<file path="src/rtl/sbus2apb_bridge.sv">
// Simple request/response bus to APB3 master bridge with incrementing read bursts.
// Optional APB access watchdog enabled by defining SBUS2APB_TIMEOUT_EN.
module sbus2apb_bridge #(
  parameter int unsigned TIMEOUT_CYC = 4096,
  parameter logic [2:0]  PROT        = 3'b000
) (
  input  logic        clk,
  input  logic        resetn,
  input  logic        req_valid,
  output logic        req_ready,
  input  logic [31:0] req_addr,
  input  logic        req_write,
  input  logic [31:0] req_wdata,
  input  logic [3:0]  req_wstrb,
  input  logic [3:0]  req_len,
  output logic        resp_valid,
  input  logic        resp_ready,
  output logic [31:0] resp_data,
  output logic        resp_err,
  output logic        resp_last,
  output logic [31:0] out_paddr,
  output logic        out_psel,
  output logic        out_penable,
  output logic [2:0]  out_pprot,
  output logic        out_pwrite,
  output logic [31:0] out_pwdata,
  output logic [3:0]  out_pstrb,
  input  logic        out_pready,
  input  logic [31:0] out_prdata,
  input  logic        out_pslverr,
  output logic [1:0]  o_dbg_state
);

  // Request: accepted on req_valid && req_ready. Response: beat consumed on
  // resp_valid && resp_ready; resp_* hold stable until then.
  typedef enum logic [1:0] {S_IDLE, S_SETUP, S_ACCESS, S_RESP} state_t;

  state_t      r_state;
  state_t      w_next;
  logic [31:0] r_addr;
  logic        r_write;
  logic [31:0] r_wdata;
  logic [3:0]  r_wstrb;
  logic [3:0]  r_cnt;
  logic [31:0] r_rdata;
  logic        r_err;
  logic        w_tmo;
  logic        w_unused;

  assign w_unused = ^{req_addr[1:0], (TIMEOUT_CYC == 0)};

`ifdef SBUS2APB_TIMEOUT_EN
  localparam int TW = $clog2(TIMEOUT_CYC + 1);
  logic [TW-1:0] r_tcnt;

  assign w_tmo = (r_state == S_ACCESS) && !out_pready &&
                 (r_tcnt == TW'(TIMEOUT_CYC - 1));

  always_ff @(posedge clk or negedge resetn) begin
    if (!resetn)                   r_tcnt <= '0;
    else if (r_state == S_SETUP)   r_tcnt <= '0;
    else if (r_state == S_ACCESS)  r_tcnt <= r_tcnt + 1'b1;
  end
`else
  assign w_tmo = 1'b0;
`endif

  always_ff @(posedge clk or negedge resetn) begin
    if (!resetn) r_state <= S_IDLE;
    else         r_state <= w_next;
  end

  always_comb begin
    w_next = r_state;
    case (r_state)
      S_IDLE:   if (req_valid) w_next = S_SETUP;
      S_SETUP:  w_next = S_ACCESS;
      S_ACCESS: if (out_pready || w_tmo) w_next = S_RESP;
      S_RESP:   if (resp_ready) w_next = (r_cnt == 4'd0) ? S_IDLE : S_SETUP;
      default:  w_next = S_IDLE;
    endcase
  end

  always_ff @(posedge clk or negedge resetn) begin
    if (!resetn) begin
      r_addr  <= '0;
      r_write <= 1'b0;
      r_wdata <= '0;
      r_wstrb <= '0;
      r_cnt   <= '0;
      r_rdata <= '0;
      r_err   <= 1'b0;
    end else begin
      case (r_state)
        S_IDLE: if (req_valid) begin
          r_addr  <= {req_addr[31:2], 2'b00};
          r_write <= req_write;
          r_wdata <= req_wdata;
          r_wstrb <= req_wstrb;
          r_cnt   <= req_write ? 4'd0 : req_len;
          r_rdata <= '0;
          r_err   <= 1'b0;
        end
        S_ACCESS: begin
          if (out_pready) begin
            r_rdata <= r_write ? 32'h0 : out_prdata;
            r_err   <= out_pslverr;
          end else if (w_tmo) begin
            r_rdata <= 32'hDEAD_BEEF;
            r_err   <= 1'b1;
          end
        end
        S_RESP: if (resp_ready && (r_cnt != 4'd0)) begin
          // Next burst beat: wraps modulo 2^32 with no page check.
          r_cnt  <= r_cnt - 4'd1;
          r_addr <= r_addr + 32'd4;
        end
        default: ;
      endcase
    end
  end

  // req_ready is gated by resetn so it reads 0 for the whole reset pulse.
  assign req_ready   = (r_state == S_IDLE) && resetn;
  assign out_psel    = (r_state == S_SETUP) || (r_state == S_ACCESS);
  assign out_penable = (r_state == S_ACCESS);
  assign out_pprot   = PROT;
  assign out_paddr   = r_addr;
  assign out_pwrite  = r_write;
  assign out_pwdata  = r_wdata;
  assign out_pstrb   = r_write ? r_wstrb : 4'h0;
  assign resp_valid  = (r_state == S_RESP);
  assign resp_last   = (r_state == S_RESP) && (r_cnt == 4'd0);
  assign resp_data   = r_rdata;
  assign resp_err    = r_err;
  assign o_dbg_state = r_state;

endmodule

</file>
<file path="config.mk">
export PLATFORM = sky130hd
export DESIGN_NAME = sbus2apb_bridge
export DESIGN_NICKNAME = d
export VERILOG_FILES = /design/src/rtl/sbus2apb_bridge.sv
export SDC_FILE = /design/constraint.sdc
export NUM_CORES = 1
export LEC_CHECK = 0
export ABC_CLOCK_PERIOD_IN_PS = 2220
export BUFFER_PORTS_ARGS = -buffer_cell sky130_fd_sc_hd__buf_4
export CAP_MARGIN = 20
export CORE_MARGIN = 2
export CORE_UTILIZATION = 49
export CTS_CLUSTER_DIAMETER = 120
export DETAILED_ROUTE_END_ITERATION = 10
export PLACE_DENSITY = 0.88
export SYNTH_ARGS = -nofsm -noshare
export SYNTH_HDL_FRONTEND = slang
export SYNTH_SLANG_ARGS = --single-unit
</file>
<file path="constraint.sdc">
create_clock -name clk -period 2.22 [get_ports clk]
set_input_delay 0.222 -clock clk [delete_from_list [all_inputs] [get_ports clk]]
set_output_delay 0.222 -clock clk [all_outputs]
set_load 0.01 [all_outputs]
</file>
==> results.sh <==
export IMPL_p_sw_share_pct=43.3
export IMPL_ys_seq_area_share_pct=49.0
export IMPL_synth_most_common_cell="dfrtp_1"
export IMPL_synth_top_area_share_pct=49.0
export IMPL_synth_edff_count=0
export IMPL_cts_max_level=3
export IMPL_rsz0062_at_grt="no"
export IMPL_dr_pass1_iters=5
export IMPL_grt_pass1_vias=5089
export IMPL_syn_to_final_growth_pct=35.8
export IMPL_ys_seq_elements=106
export IMPL_tightest_slew_ps=606
export IMPL_cts_sinks=106
export IMPL_multi_input_area_sq_mm=0.00252
export IMPL_num_nets_final=877
export IMPL_timing_final_ws_setup_ps=201
export IMPL_power_w=0.0109
export IMPL_vias_per_cell=5.74
export IMPL_coreArea_sq_mm=0.0108
export IMPL_synth_area_leaders="dfrtp_1 49%, mux2_2 7.7%, nand2_1 6.2%"
export IMPL_path_buf_inv=1
export IMPL_die_area_sq_mm=0.0119
export IMPL_hold_slack_ps=71.2
export IMPL_sequentialPowerShare_pct=35.9
export IMPL_cpMaxStageDelayCell="mux2_2"
export IMPL_drc=0
export IMPL_drt_iter0_markers=313
export IMPL_ys_types=54
export IMPL_diodes=0
export IMPL_cts_setup_buffers=0
export IMPL_dieHeight_um=109
export IMPL_status="complete, no violations"
export IMPL_power_share_combinational_pct=53.4
export IMPL_hold_viol=0
export IMPL_cts_buffers=9
export IMPL_wl_per_cell_um=17.4
export IMPL_p_clk_share_pct=10.6
export IMPL_slew_headroom_pct=59.2
export IMPL_avgSynthCellArea_sq_um=9.69
export IMPL_clock_fmax_ghz=0.495
export IMPL_syn_cell_area_sq_mm=0.00542
export IMPL_maxSlewViolCount=0
export IMPL_utilization_pct=68.1
export IMPL_rows=38
export IMPL_tns_ps=0
export IMPL_ant_nets=0
export IMPL_hpwl_um=11600
export IMPL_clk_latency_ps=370
export IMPL_grt_max_degree=107
export IMPL_skew_ps=10.2
export IMPL_p_leak_nw=3.35
export IMPL_critPathTopFamily="multiplexers"
export IMPL_grt_usage_pct=26.8
export IMPL_netSwitchingPower_w=0.00470
export IMPL_period_share_pct=91.0
export IMPL_yosys_area_top_type="dfrtp_1"
export IMPL_register_area_sq_mm=0.00265
export IMPL_cts_root_buf="clkbuf_8"
export IMPL_ios=223
export IMPL_routed_via_count=5195
export IMPL_pre_cts_ws_ps=130
export IMPL_grt_remaining_overflow=0
export IMPL_clock_path_buffers=2
export IMPL_critical_path_class="flop to flop"
export IMPL_vdd_ir_drop_max_uv=793
export IMPL_drive_above_1_share_pct=39.3
export IMPL_synth_main_ff_cell="dfrtp_1"
export IMPL_min_path_type="input pin to flop"
export IMPL_maxCapViolations=0
export IMPL_setup_viol=0
export IMPL_max_stage_delay_ps=440
export IMPL_ys_warn_count=0
export IMPL_synthArstFlopShare_pct=100
export IMPL_gp_congestion=0.903
export IMPL_wirelength_um=15800
export IMPL_ys_top_cells_by_count="106 x dfrtp_1, 90 x nand2_1, 49 x o21ai_0"
export IMPL_syn_inst=559
export IMPL_p_int_w=0.00616
export IMPL_critPathRequiredTime_ps=2490
export IMPL_cts_tree="yes"
export IMPL_worst_path_max_fanout=13
export IMPL_fin_crit_ps=2020
export IMPL_startpoint_type="flop"
export IMPL_start_util_pct=50.2
export IMPL_power_density_mw_per_mm2=1480
export IMPL_worstSetupEndpointType="flop"
export IMPL_path_clk_slew_ps=110
export IMPL_grt_pass1_wl_um=24800
export IMPL_crit_path_cell_trace="ha_1 -> mux2_2 -> nand3_1 -> buf_4 -> o21ai_0 -> a211oi_1"
export IMPL_worst_ep_arrival_time_ps=2290
export IMPL_io_buffers=215
export IMPL_die_width_um=109
export IMPL_fill_cells=836
export IMPL_antenna_found_initial=0
[worst paths after layout]
path	slack [ps]	cells after the start	endpoint	startpoint
worst max-delay path	200	6	r_cnt[3]	o_dbg_state[1]
worst min-delay path	70	2	out_pwdata[7]	req_wdata[7]
worst max register to register	200	6	r_cnt[3]	o_dbg_state[1]
worst min register to register	490	2	resp_data[11]	resp_data[11]
max in group asynchronous	1300	3	out_pwdata[24]	resetn
min in group asynchronous	510	3	out_paddr[21]	resetn
[power groups by stage]
stage	clock [W]	sequential [W]	combinational, W
floorplan	0	0.00406	0.00299
global placement	0	0.00383	0.00557
detailed placement	0	0.00391	0.00578
CTS	0.00117	0.00388	0.00580
global route	0.00128	0.00404	0.00636
finish	0.00116	0.00390	0.00580
[placed cells by master (no fill, tap or decap), drive strengths merged, types with 2 or more instances in the layout]
master  count
a211oi      2
a21o        4
a21oi      17
a22oi       5
a311oi      7
a31oi       3
and2       10
and3        5
and4        6
buf       231
clkbuf     10
clkinv      2
conb        5
dfrtp     106
ha          6
inv        13
mux2       37
mux2i       8
nand2      90
nand2b      4
nand3      17
nand4      29
nor2       19
nor2b       3
nor3       12
nor3b       7
nor4       17
o21a        4
o21ai      51
o221a       2
o22a        3
o22ai      18
[logic make-up (layout without fill, tap and decap cells)]
kind of cell / count (synthesis) / in the layout / synth area share (%)
flops: 106 / 106 / 49.0
compound gates: 121 / 121 / 13.7
fa+ha+maj: 6 / 6 / 1.39
buf+inv: 56 / 258 / 4.97
simple gates: 224 / 224 / 21.8
mux: 45 / 45 / 9.17
other cells: 1 / 5 / 0.0692
[sequential cells by signal, summed over array words and instances, names as in the netlist]
signal	count
out_pwrite	1
o_dbg_state	2
resp_data	32
out_pwdata	32
out_paddr	30
r_cnt	4
r_wstrb	4
resp_err	1
[worst register-to-register path, delay by kind of cell (launching register included)]
family	cells	cell delay [ps]
compound gates	2	390
fa+ha+maj	1	330
buf+inv	1	210
flops	1	430
mux	1	440
simple gates	1	140
[metal layers]
| metal | global-route usage (%) | wire, um | vias up |
|---|---|---|---|
| met5 | 0 | 0 | - |
| met4 | 10.4 | 396 | 0 |
| met3 | 8.13 | 1600 | 29 |
| met2 | 44.9 | 7940 | 286 |
| met1 | 32.4 | 5840 | 2455 |
| li1 | - | - | 2425 |
[area by class of cell]
cell class                 count  area share [%]
timing repair buffer         232            24.2
clock inverter                 6           0.647
tap                          140            2.38
inverter                      10           0.545
multi-input combinational    401            34.2
sequential                   106            36.1
clock buffer                  10            1.87
[what timing repair did]
| action | CTS | global route |
|---|---|---|
| hold buffers | 1 | 0 |
| gates resized for setup | 0 | 2 |
| endpoints found under the hold margin | 79 | 0 |
| setup endpoints to repair | 0 | 9 |
[through the flow]
step,cell area [sq um],instances
2_1_floorplan,5430,563
3_3_place_gp,7150,888
3_5_place_dp,7150,888
4_1_cts,7350,905
5_1_grt,7350,905
6_report,7350,905
Power figures use the tool's default switching activity.
